<file path="config.mk">
export PLATFORM = sky130hd
export DESIGN_NAME = wb_stage_lsx_flat
export DESIGN_NICKNAME = d
export VERILOG_FILES = /design/src/rtl/wb_stage_lsx_pkg.sv /design/src/rtl/wb_stage_lsx_if.sv /design/src/rtl/wb_stage_lsx_load_align.sv /design/src/rtl/wb_stage_lsx.sv /design/src/flat_wrapper.sv
export SDC_FILE = /design/constraint.sdc
export NUM_CORES = 1
export LEC_CHECK = 0
export ABC_CLOCK_PERIOD_IN_PS = 4050
export BUFFER_PORTS_ARGS = -buffer_cell sky130_fd_sc_hd__buf_2
export CORE_UTILIZATION = 40
export CTS_CLUSTER_DIAMETER = 60
export DETAILED_ROUTE_END_ITERATION = 10
export GPL_ROUTABILITY_DRIVEN = 0
export GPL_TIMING_DRIVEN = 0
export MAX_ROUTING_LAYER = met4
export PLACE_DENSITY = 0.73
export SLEW_MARGIN = 20
export SYNTH_ARGS = -nofsm -noshare
export SYNTH_HDL_FRONTEND = slang
export SYNTH_SLANG_ARGS = --single-unit
export TNS_END_PERCENT = 1
</file>
<file path="constraint.sdc">
create_clock -name clk -period 4.05 [get_ports clk]
set_input_delay 0 -clock clk [delete_from_list [all_inputs] [get_ports clk]]
set_output_delay 0 -clock clk [all_outputs]
set_load 0.1 [all_outputs]
</file>
<file path="src/rtl/wb_stage_lsx_pkg.sv">
// Shared constants and types for the write-back stage.
package wb_pkg;
  localparam logic [1:0] WB_SEL_ALU  = 2'b00;
  localparam logic [1:0] WB_SEL_LOAD = 2'b01;
  localparam logic [1:0] WB_SEL_PC4  = 2'b10;

  localparam logic [2:0] F3_LB  = 3'b000;
  localparam logic [2:0] F3_LH  = 3'b001;
  localparam logic [2:0] F3_LW  = 3'b010;
  localparam logic [2:0] F3_LD  = 3'b011;
  localparam logic [2:0] F3_LBU = 3'b100;
  localparam logic [2:0] F3_LHU = 3'b101;
  localparam logic [2:0] F3_LWU = 3'b110;

  typedef enum logic [1:0] {IDLE, WAIT_LOAD, DRAIN} wb_state_e;
endpackage

</file>
<file path="src/rtl/wb_stage_lsx_if.sv">
// MEM->WB handshake, data-memory response and register-file/forwarding bus.
interface wb_stage_lsx_if #(
  parameter int XLEN   = 32,
  parameter int REG_AW = 5,
  parameter int CNT_W  = 32
);
  logic              mem_valid;
  logic              mem_ready;
  logic [1:0]        mem_wb_sel;
  logic              mem_reg_write;
  logic [REG_AW-1:0] mem_rd_addr;
  logic [XLEN-1:0]   mem_alu_result;
  logic [XLEN-1:0]   mem_pc_plus4;
  logic [2:0]        mem_funct3;
  logic              dmem_rvalid;
  logic [XLEN-1:0]   dmem_rdata;
  logic              flush;
  logic              wb_valid;
  logic              wb_reg_write;
  logic [REG_AW-1:0] wb_rd_addr;
  logic [XLEN-1:0]   wb_rd_data;
  logic              wb_misalign;
  logic              wb_spurious;
  logic [CNT_W-1:0]  retire_cnt;

  modport master (
    output mem_valid, mem_wb_sel, mem_reg_write, mem_rd_addr, mem_alu_result,
           mem_pc_plus4, mem_funct3, dmem_rvalid, dmem_rdata, flush,
    input  mem_ready, wb_valid, wb_reg_write, wb_rd_addr, wb_rd_data,
           wb_misalign, wb_spurious, retire_cnt
  );

  modport slave (
    input  mem_valid, mem_wb_sel, mem_reg_write, mem_rd_addr, mem_alu_result,
           mem_pc_plus4, mem_funct3, dmem_rvalid, dmem_rdata, flush,
    output mem_ready, wb_valid, wb_reg_write, wb_rd_addr, wb_rd_data,
           wb_misalign, wb_spurious, retire_cnt
  );
endinterface

</file>
<file path="src/rtl/wb_stage_lsx_load_align.sv">
// Combinational load aligner: lane select, sign/zero extension, misalign check.
module load_align
  import wb_pkg::*;
#(
  parameter int  XLEN  = 32,
  localparam int LSB_W = $clog2(XLEN/8)
) (
  input  logic [XLEN-1:0]  rdata_i,
  input  logic [LSB_W-1:0] lsb_i,
  input  logic [2:0]       funct3_i,
  output logic [XLEN-1:0]  data_o,
  output logic             misalign_o
);
  logic [2:0]      f3;
  logic [2:0]      off;
  logic [XLEN-1:0] shifted;

  // Fold illegal encodings onto LW, shift the addressed lane down, then extend.
  always_comb begin
    f3 = funct3_i;
    if (f3 == 3'b111) f3 = F3_LW;
    if (XLEN == 32 && (f3 == F3_LD || f3 == F3_LWU)) f3 = F3_LW;
    off        = 3'(lsb_i);
    shifted    = rdata_i >> {lsb_i, 3'b000};
    data_o     = shifted;
    misalign_o = 1'b0;
    case (f3)
      F3_LB:  data_o = XLEN'($signed(shifted[7:0]));
      F3_LBU: data_o = XLEN'(shifted[7:0]);
      F3_LH:  begin data_o = XLEN'($signed(shifted[15:0])); misalign_o = off[0]; end
      F3_LHU: begin data_o = XLEN'(shifted[15:0]);          misalign_o = off[0]; end
      F3_LW:  begin data_o = XLEN'($signed(shifted[31:0])); misalign_o = |off[1:0]; end
      F3_LWU: begin data_o = XLEN'(shifted[31:0]);          misalign_o = |off[1:0]; end
      F3_LD:  begin data_o = shifted;                       misalign_o = |off; end
      default: ;
    endcase
  end
endmodule

</file>
<file path="src/rtl/wb_stage_lsx.sv">
// Write-back stage: MEM/WB register, load-wait FSM, result select, retire counter.
module wb_stage_lsx
  import wb_pkg::*;
#(
  parameter int XLEN   = 32,
  parameter int REG_AW = 5,
  parameter int CNT_W  = 32
) (
  input logic           clk,
  input logic           rst,
  wb_stage_lsx_if.slave bus
);
  localparam int LSB_W = $clog2(XLEN/8);

  wb_state_e         state_q, state_d;
  logic              wb_valid_q, wb_valid_d;
  logic              wb_we_q, wb_we_d;
  logic              wb_mis_q, wb_mis_d;
  logic [REG_AW-1:0] wb_rd_q, wb_rd_d;
  logic [XLEN-1:0]   wb_data_q, wb_data_d;
  logic              spur_q, spur_d;
  logic [CNT_W-1:0]  cnt_q, cnt_d;
  logic [REG_AW-1:0] ld_rd_q, ld_rd_d;
  logic [2:0]        ld_f3_q, ld_f3_d;
  logic [LSB_W-1:0]  ld_lsb_q, ld_lsb_d;
  logic              ld_we_q, ld_we_d;

  logic              accept, is_load;
  logic [LSB_W-1:0]  al_lsb;
  logic [2:0]        al_f3;
  logic [XLEN-1:0]   al_data;
  logic              al_mis;

  assign bus.mem_ready = (state_q == IDLE);
  assign accept        = bus.mem_valid && bus.mem_ready;
  assign is_load       = (bus.mem_wb_sel == WB_SEL_LOAD);

  // In IDLE the aligner sees the live instruction; while waiting, the latched one.
  assign al_lsb = (state_q == IDLE) ? bus.mem_alu_result[LSB_W-1:0] : ld_lsb_q;
  assign al_f3  = (state_q == IDLE) ? bus.mem_funct3 : ld_f3_q;

  load_align #(.XLEN(XLEN)) u_align (
    .rdata_i    (bus.dmem_rdata),
    .lsb_i      (al_lsb),
    .funct3_i   (al_f3),
    .data_o     (al_data),
    .misalign_o (al_mis)
  );

  // Next-state and next-output logic; write data/address hold unless retiring.
  always_comb begin
    state_d    = state_q;
    wb_valid_d = 1'b0;
    wb_we_d    = 1'b0;
    wb_mis_d   = 1'b0;
    wb_rd_d    = wb_rd_q;
    wb_data_d  = wb_data_q;
    spur_d     = spur_q;
    ld_rd_d    = ld_rd_q;
    ld_f3_d    = ld_f3_q;
    ld_lsb_d   = ld_lsb_q;
    ld_we_d    = ld_we_q;
    case (state_q)
      IDLE: begin
        if (accept) begin
          if (is_load && !bus.dmem_rvalid) begin
            ld_rd_d  = bus.mem_rd_addr;
            ld_f3_d  = bus.mem_funct3;
            ld_lsb_d = bus.mem_alu_result[LSB_W-1:0];
            ld_we_d  = bus.mem_reg_write;
            // A killed load still has a response in flight; swallow it.
            state_d  = bus.flush ? DRAIN : WAIT_LOAD;
          end else if (!bus.flush) begin
            wb_valid_d = 1'b1;
            wb_rd_d    = bus.mem_rd_addr;
            wb_mis_d   = is_load && al_mis;
            wb_we_d    = bus.mem_reg_write && (bus.mem_rd_addr != '0) && !wb_mis_d;
            case (bus.mem_wb_sel)
              WB_SEL_LOAD: wb_data_d = al_data;
              WB_SEL_PC4:  wb_data_d = bus.mem_pc_plus4;
              default:     wb_data_d = bus.mem_alu_result;
            endcase
          end
        end else if (bus.dmem_rvalid) begin
          spur_d = 1'b1;
        end
      end
      WAIT_LOAD: begin
        if (bus.dmem_rvalid) begin
          state_d = IDLE;
          if (!bus.flush) begin
            wb_valid_d = 1'b1;
            wb_rd_d    = ld_rd_q;
            wb_mis_d   = al_mis;
            wb_we_d    = ld_we_q && (ld_rd_q != '0) && !al_mis;
            wb_data_d  = al_data;
          end
        end else if (bus.flush) begin
          state_d = DRAIN;
        end
      end
      DRAIN:   if (bus.dmem_rvalid) state_d = IDLE;
      default: state_d = IDLE;
    endcase
    cnt_d = cnt_q + CNT_W'(wb_valid_d);
  end

  // State, outputs and load latches.
  always_ff @(posedge clk) begin
    if (rst) begin
      state_q    <= IDLE;
      wb_valid_q <= 1'b0;
      wb_we_q    <= 1'b0;
      wb_mis_q   <= 1'b0;
      wb_rd_q    <= '0;
      wb_data_q  <= '0;
      spur_q     <= 1'b0;
      cnt_q      <= '0;
      ld_rd_q    <= '0;
      ld_f3_q    <= '0;
      ld_lsb_q   <= '0;
      ld_we_q    <= 1'b0;
    end else begin
      state_q    <= state_d;
      wb_valid_q <= wb_valid_d;
      wb_we_q    <= wb_we_d;
      wb_mis_q   <= wb_mis_d;
      wb_rd_q    <= wb_rd_d;
      wb_data_q  <= wb_data_d;
      spur_q     <= spur_d;
      cnt_q      <= cnt_d;
      ld_rd_q    <= ld_rd_d;
      ld_f3_q    <= ld_f3_d;
      ld_lsb_q   <= ld_lsb_d;
      ld_we_q    <= ld_we_d;
    end
  end

  assign bus.wb_valid     = wb_valid_q;
  assign bus.wb_reg_write = wb_we_q;
  assign bus.wb_misalign  = wb_mis_q;
  assign bus.wb_rd_addr   = wb_rd_q;
  assign bus.wb_rd_data   = wb_data_q;
  assign bus.wb_spurious  = spur_q;
  assign bus.retire_cnt   = cnt_q;
endmodule

</file>
<file path="src/flat_wrapper.sv">
// flat-port wrapper written by rule: the top's interface ports become plain ports
module wb_stage_lsx_flat import wb_pkg::*;
#(
  parameter int XLEN   = 32,
  parameter int REG_AW = 5,
  parameter int CNT_W  = 32
)
  (clk, rst, bus_mem_valid, bus_mem_wb_sel, bus_mem_reg_write, bus_mem_rd_addr, bus_mem_alu_result, bus_mem_pc_plus4, bus_mem_funct3, bus_dmem_rvalid, bus_dmem_rdata, bus_flush, bus_mem_ready, bus_wb_valid, bus_wb_reg_write, bus_wb_rd_addr, bus_wb_rd_data, bus_wb_misalign, bus_wb_spurious, bus_retire_cnt);
  wb_stage_lsx_if #(.XLEN(XLEN), .REG_AW(REG_AW), .CNT_W(CNT_W)) bus_i ();
  input logic clk;
  input logic rst;
  input wire logic [$bits(bus_i.mem_valid)-1:0] bus_mem_valid;
  input wire logic [$bits(bus_i.mem_wb_sel)-1:0] bus_mem_wb_sel;
  input wire logic [$bits(bus_i.mem_reg_write)-1:0] bus_mem_reg_write;
  input wire logic [$bits(bus_i.mem_rd_addr)-1:0] bus_mem_rd_addr;
  input wire logic [$bits(bus_i.mem_alu_result)-1:0] bus_mem_alu_result;
  input wire logic [$bits(bus_i.mem_pc_plus4)-1:0] bus_mem_pc_plus4;
  input wire logic [$bits(bus_i.mem_funct3)-1:0] bus_mem_funct3;
  input wire logic [$bits(bus_i.dmem_rvalid)-1:0] bus_dmem_rvalid;
  input wire logic [$bits(bus_i.dmem_rdata)-1:0] bus_dmem_rdata;
  input wire logic [$bits(bus_i.flush)-1:0] bus_flush;
  output wire logic [$bits(bus_i.mem_ready)-1:0] bus_mem_ready;
  output wire logic [$bits(bus_i.wb_valid)-1:0] bus_wb_valid;
  output wire logic [$bits(bus_i.wb_reg_write)-1:0] bus_wb_reg_write;
  output wire logic [$bits(bus_i.wb_rd_addr)-1:0] bus_wb_rd_addr;
  output wire logic [$bits(bus_i.wb_rd_data)-1:0] bus_wb_rd_data;
  output wire logic [$bits(bus_i.wb_misalign)-1:0] bus_wb_misalign;
  output wire logic [$bits(bus_i.wb_spurious)-1:0] bus_wb_spurious;
  output wire logic [$bits(bus_i.retire_cnt)-1:0] bus_retire_cnt;
  assign bus_i.mem_valid = bus_mem_valid;
  assign bus_i.mem_wb_sel = bus_mem_wb_sel;
  assign bus_i.mem_reg_write = bus_mem_reg_write;
  assign bus_i.mem_rd_addr = bus_mem_rd_addr;
  assign bus_i.mem_alu_result = bus_mem_alu_result;
  assign bus_i.mem_pc_plus4 = bus_mem_pc_plus4;
  assign bus_i.mem_funct3 = bus_mem_funct3;
  assign bus_i.dmem_rvalid = bus_dmem_rvalid;
  assign bus_i.dmem_rdata = bus_dmem_rdata;
  assign bus_i.flush = bus_flush;
  assign bus_mem_ready = bus_i.mem_ready;
  assign bus_wb_valid = bus_i.wb_valid;
  assign bus_wb_reg_write = bus_i.wb_reg_write;
  assign bus_wb_rd_addr = bus_i.wb_rd_addr;
  assign bus_wb_rd_data = bus_i.wb_rd_data;
  assign bus_wb_misalign = bus_i.wb_misalign;
  assign bus_wb_spurious = bus_i.wb_spurious;
  assign bus_retire_cnt = bus_i.retire_cnt;
  wb_stage_lsx #(.XLEN(XLEN), .REG_AW(REG_AW), .CNT_W(CNT_W)) u_core (.clk(clk), .rst(rst), .bus(bus_i));
endmodule
</file>
* Word level (Yosys, flattened, before mapping)
Cells that the tools add are included.
** Word-level totals
- Output and inout bits :: 74
- Logic and storage cells :: 102
- Bits in registers :: 86
- Bits of input ports :: 112
** Cells by class
- Mux-type cells :: 43
- Bitwise logic cells :: 1
- Shift-type cells :: 1
- Equal/unequal tests :: 21
- Reductions and logical operators :: 23
- Add/subtract/negate cells :: 1
** Operators with widths (number)
- $mux W32 :: 5
- $pmux W32 S2 :: 2
- $pmux W32 S4 :: 1
- $add A32 B1 Y32 :: 1
- $shr A32 B5 Y32 :: 1
- $mux W5 :: 5
- $eq A3 B3 Y1 const B :: 5
- $mux W1 :: 14
- $mux W2 :: 7
- $ne A2 B2 Y1 const B :: 7
- $pmux W5 S2 :: 1
- $reduce_bool A5 Y1 :: 2
- $eq A3 B2 Y1 const B :: 3
- $mux W3 :: 3
- $pmux W1 S2 :: 4
- $logic_and A1 B1 Y1 :: 7
- $pmux W2 S3 :: 1
- $reduce_and A3 Y1 :: 2
- $reduce_and A6 Y1 :: 1
- $eq A2 B1 Y1 const B :: 2
- $eq A2 B2 Y1 const B :: 2
- $reduce_and A4 Y1 :: 1
- $reduce_or A2 Y1 :: 2
- $eq A3 B1 Y1 const B :: 1
- other kinds (8) :: 10

* Depth between registers and ports, before layout
- Depth in word-level cells :: 17
- Depth in mapped cells :: 14
- Depth with buffers taken out :: 13

* Cells and area by module
From an unflattened synthesis, not the netlist that was laid out.
** Unflattened totals
- Cell total of the unflattened synthesis :: 566
- Area total of the unflattened synthesis :: 4924.7 µm²
** By module, submodules not included
- wb_stage_lsx :: instances 1, sequential area each 1721.7 µm², cells each 462, area an instance 4139.0 µm²
- load_align :: instances 1, sequential area each 0.0 µm², cells each 104, area an instance 785.8 µm²

* Least setup slack after synthesis
OpenSTA, ideal clock, no wires.
- Path kind :: register to register
- Start point :: register u_core.state_q[1]
- End point :: register u_core.cnt_q[14], in the netlist u_core.bus.retire_cnt[14]
- Library setup time :: 0.128 ns
- Path buffers :: 2
- Required time :: 3.922 ns
- Cell stages (with the launch flop) :: 14
- Data arrival time :: 2.702 ns
- Setup slack :: 1.221 ns
- Clock period less this slack :: 2.829 ns
- Cell sequence :: dfxtp_1 buf_2 nor2_1 o221ai_2 inv_2 buf_1 ha_1 ha_1 inv_1 nor3_1 nand3_1 nor2_1 xnor2_1 nor2_1
** Between the ends
- Longest elaborated chain between the ends :: 5
- Elaborated cells on any way between the ends :: 6
- Classes of those cells :: add/sub (1); eq/ne (1); mux (2); reduce/logical (2)
** RTL lines
- start, declared :: RTL line wb_stage_lsx.sv:15 : wb_state_e state_q, state_d;
- start signal, assigned :: RTL line wb_stage_lsx.sv:124 : state_q <= state_d;
- $logic_not A2 Y1 :: RTL line wb_stage_lsx.sv:34, wb_stage_lsx.sv:63
- $logic_and A1 B1 Y1 :: RTL line wb_stage_lsx.sv:35 : assign accept = bus.mem_valid && bus.mem_ready;
- $mux W1 :: RTL line wb_stage_lsx.sv:65 : if (accept) begin
- $pmux W1 S2 (*) :: RTL line wb_stage_lsx.sv:63 : case (state_q)
- net u_core.wb_valid_d :: RTL line wb_stage_lsx.sv:16 : logic wb_valid_q, wb_valid_d;
- $add A32 B1 Y32 (*) :: RTL line wb_stage_lsx.sv:105 : cnt_d = cnt_q + CNT_W'(wb_valid_d);
- end signal, assigned :: RTL line wb_stage_lsx.sv:131 : cnt_q <= cnt_d;
- end, declared :: RTL line wb_stage_lsx.sv:22 : logic [CNT_W-1:0] cnt_q, cnt_d;
Mark *: on every way through the listed nets, which the timed path passes. The rest lies on a longest branch.
A chain may end at the register's enable or synchronous reset.

* Worst setup path after layout
Ends and elaborated chain as after synthesis.

==> run summary <==
Max-Cap Viols = 0
Pwr dens = 347.5 mW/mm2
CP Capture Type = flop
Number of global-route vias before repair = 5748
Total grt overflow = 0
Post-layout nets = 999
Main synth FF type = dfxtp_1
Layout cells sized above 1 = 0.2489
Mapped Nets = 788
Worst-Skew Late Latency = 350 ps
Fin. Hold Viols = 0
Mean Syn Cell Area = 7.665 um2
Routed WL = 18.57 mm
Setup tns final = 0 ps
Period minus WS final = 3696 ps
Synthesis-to-layout area growth = 30.29%
Synth async-reset ratio = 0
Initial antenna violation count = 0
Crit path arrival time = 3920 ps
Worst-Margin Slew = 908.9 ps
Worst rel slew slack = 0.3894
VDD IR max = 0.1775 mV
Number of synthesized flops with an enable pin = 0
Number of max-slew violations in the final report = 0
DRT Pass-1 Iters = 7
Mapped cell area = 0.005151 mm2
CTS tree = yes
Detailed-route via count = 5996
Die H = 115.5 um
First-pass GRT wire length = 29.37 mm
Initial Util = 0.4099
Fmax = 270.6 MHz
Status = complete, no violations
Worst clock skew = 8.477 ps
Clock Sink Count = 86
Core area = 0.01257 mm2
Setup violators final = 0
CP Launch Type = flop
PortBufs = 185
Synth warn = 0
Area of the multi-input gates = 0.003112 mm2
Bufs on Longest Clock Path = 2
Dpl cell area = 0.006292 mm2
Critical path fanouts, max = 10
Synth Register Bits = 86
Ports = 186
DIE AREA = 0.01334 mm2
Root buf cell = clkbuf_16
Largest net degree at the start of global routing = 14
Die X = 115.5 um
TritonCTS Buffers = 9
Post-DR vias/cell = 5.657
Number of routed nets with antenna violations = 0
Worst R2R Path Depth = 13
Hold depth = 3
Synth cell types = 56
Sequential share of the synthesized area = 0.3342
DRC errors left = 0
Row count = 41
CTS clk-pin slew, worst paths = 70 ps
Detailed placement HPWL = 14.04 mm
Max H-tree Level = 3
# fillers = 1278
RSZ-0062 raised after global routing = no
Mapped Cells = 672
Final Cell Area = 0.006711 mm2
Setup bufs post-CTS = 0
N_diodes = 0
FF+latch area = 0.001722 mm2
Setup CP Type = reg2reg
Worst Hold Class = in2reg
Leak = 0.002967 uW
Wire length per cell = 17.51 um
Initial DRC count = 524
GRT Overall Usage = 0.2961
Data required time at the worst endpoint = 4270 ps
Ratio of final minimum period to clock period = 0.9125
-- report_power, final --
| part | switching (uW) | total (uW) | internal [uW] | leakage, uW |
|---|---|---|---|---|
| clock network | 352 | 782 | 430 | 0.000132 |
| registers | 19.0 | 895 | 876 | 0.000699 |
| logic | 464 | 655 | 191 | 0.00214 |
-- final timing paths --
path / startpoint / endpoint / slack [ps]
setup / recovery: u_core.state_q[1] / u_core.bus.retire_cnt[14] / 350
hold / removal: bus_dmem_rdata[28] / u_core.bus.wb_rd_data[28] / 20
setup reg to reg: u_core.state_q[1] / u_core.bus.retire_cnt[14] / 350
hold reg to reg: u_core.bus.wb_spurious / u_core.bus.wb_spurious / 480
-- repair_timing --
action                                  4_1_cts  5_1_grt
gates resized for setup                       0        0
hold buffers                                 15        0
hold endpoints to repair                     19        0
endpoints found under the setup margin        0        0
-- cells by family (layout without fill, tap and decap cells) --
group,count (synthesis),in the layout,share of synthesized area
adders and majority gates,4,4,0.009716
buffers and inverters,70,286,0.06169
xor gates and xnor gates,28,28,0.04761
DFF,86,86,0.3342
muxes,26,26,0.05052
AOI/OAI and AO/OA,225,225,0.2890
and+or+nand+nor,233,233,0.2072
-- flip-flops by register name (all words and copies together), names as in the netlist --
register                 cells
u_core.bus.retire_cnt       32
u_core.bus.wb_rd_data       32
u_core.bus.wb_rd_addr        5
u_core.ld_rd_q               5
u_core.ld_f3_q               3
u_core.ld_lsb_q              2
u_core.state_q               2
u_core.bus.wb_misalign       1
u_core.bus.wb_reg_write      1
u_core.bus.wb_spurious       1
u_core.bus.wb_valid          1
u_core.ld_we_q               1
-- cell usage in the layout (no fill, tap or decap), types with 7 or more instances in the layout --
| master | count |
|---|---|
| nor3_1 | 7 |
| buf_2 | 189 |
| a21oi_1 | 65 |
| a211oi_1 | 14 |
| xor2_1 | 18 |
| o21a_1 | 7 |
| nand2_1 | 48 |
| dlygate4sd3_1 | 15 |
| o21ai_0 | 42 |
| inv_1 | 12 |
| nand4_1 | 8 |
| and3_1 | 11 |
| o211ai_1 | 9 |
| and2_1 | 8 |
| mux2i_1 | 26 |
| dfxtp_1 | 86 |
| nor2_1 | 106 |
| clkbuf_1 | 42 |
| clkbuf_16 | 9 |
| o22ai_1 | 23 |
| a221oi_1 | 23 |
| a22oi_1 | 8 |
| nand3_1 | 16 |
| a2bb2oi_1 | 7 |
| xnor2_1 | 10 |
| a311oi_1 | 12 |
-- through the flow --
step | utilization | instances | hold WS [ps] | setup WS [ps] | power, uW
2_1_floorplan | - | 672 | 76.48 | 1221 | 1362
3_3_place_gp | 0.5006 | 1029 | 256.0 | 469.5 | 1542
3_5_place_dp | 0.5006 | 1029 | 258.2 | 437.4 | 1547
4_1_cts | 0.5340 | 1060 | 4.104 | 422.0 | 2334
5_1_grt | 0.5340 | 1060 | 34.05 | 17.66 | 2421
6_report | 0.5340 | 1060 | 15.72 | 354.4 | 2332
-- layout make-up --
cell class | count | area share
repair buffers | 200 | 0.1603
inverters | 14 | 0.008576
well taps | 172 | 0.03207
clock inverters | 4 | 0.003356
flip-flops and latches | 86 | 0.2565
clock buffers | 12 | 0.03673
plain buffers | 56 | 0.03878
multi-input cells | 516 | 0.4636
-- metal layers --
layer	GRT usage	wire length, um
met1	0.3565	7909
met2	0.4679	8435
met3	0.04446	1294
met4	0.1775	926
met5	-	0
-- cell usage after synthesis (all sizes together), types with 3 or more instances --
cell,number,share of area
o21a,7,0.010
xor2,18,0.031
nor2b,4,0.0049
a311oi,12,0.020
ha,4,0.0097
a211oi,16,0.025
a2bb2oi,7,0.012
a31oi,3,0.0036
nand4,8,0.0097
o22ai,23,0.028
o211ai,9,0.013
nor3b,3,0.0044
nor3,7,0.0068
buf,16,0.021
a21oi,65,0.063
mux2i,26,0.051
xnor2,10,0.017
and3,11,0.013
and2,11,0.014
dfxtp,86,0.33
inv,14,0.011
clkbuf,40,0.029
nor4,3,0.0036
a22oi,8,0.012
nor2,106,0.077
or4,4,0.0058
nand3,16,0.016
nand2,49,0.036
a221oi,23,0.039
o21ai,44,0.046
-- critical path, cell delays in order, from the launching register on --
cell,delay (ps)
dfxtp_1,310
buf_2,180
nor2_1,160
o221ai_2,250
inv_2,230
buf_1,500
ha_1,310
ha_1,220
inv_1,80
nor3_1,750
nand3_1,230
nor2_1,170
xnor2_1,130
nor2_1,50
Power figures use the tool's default switching activity.
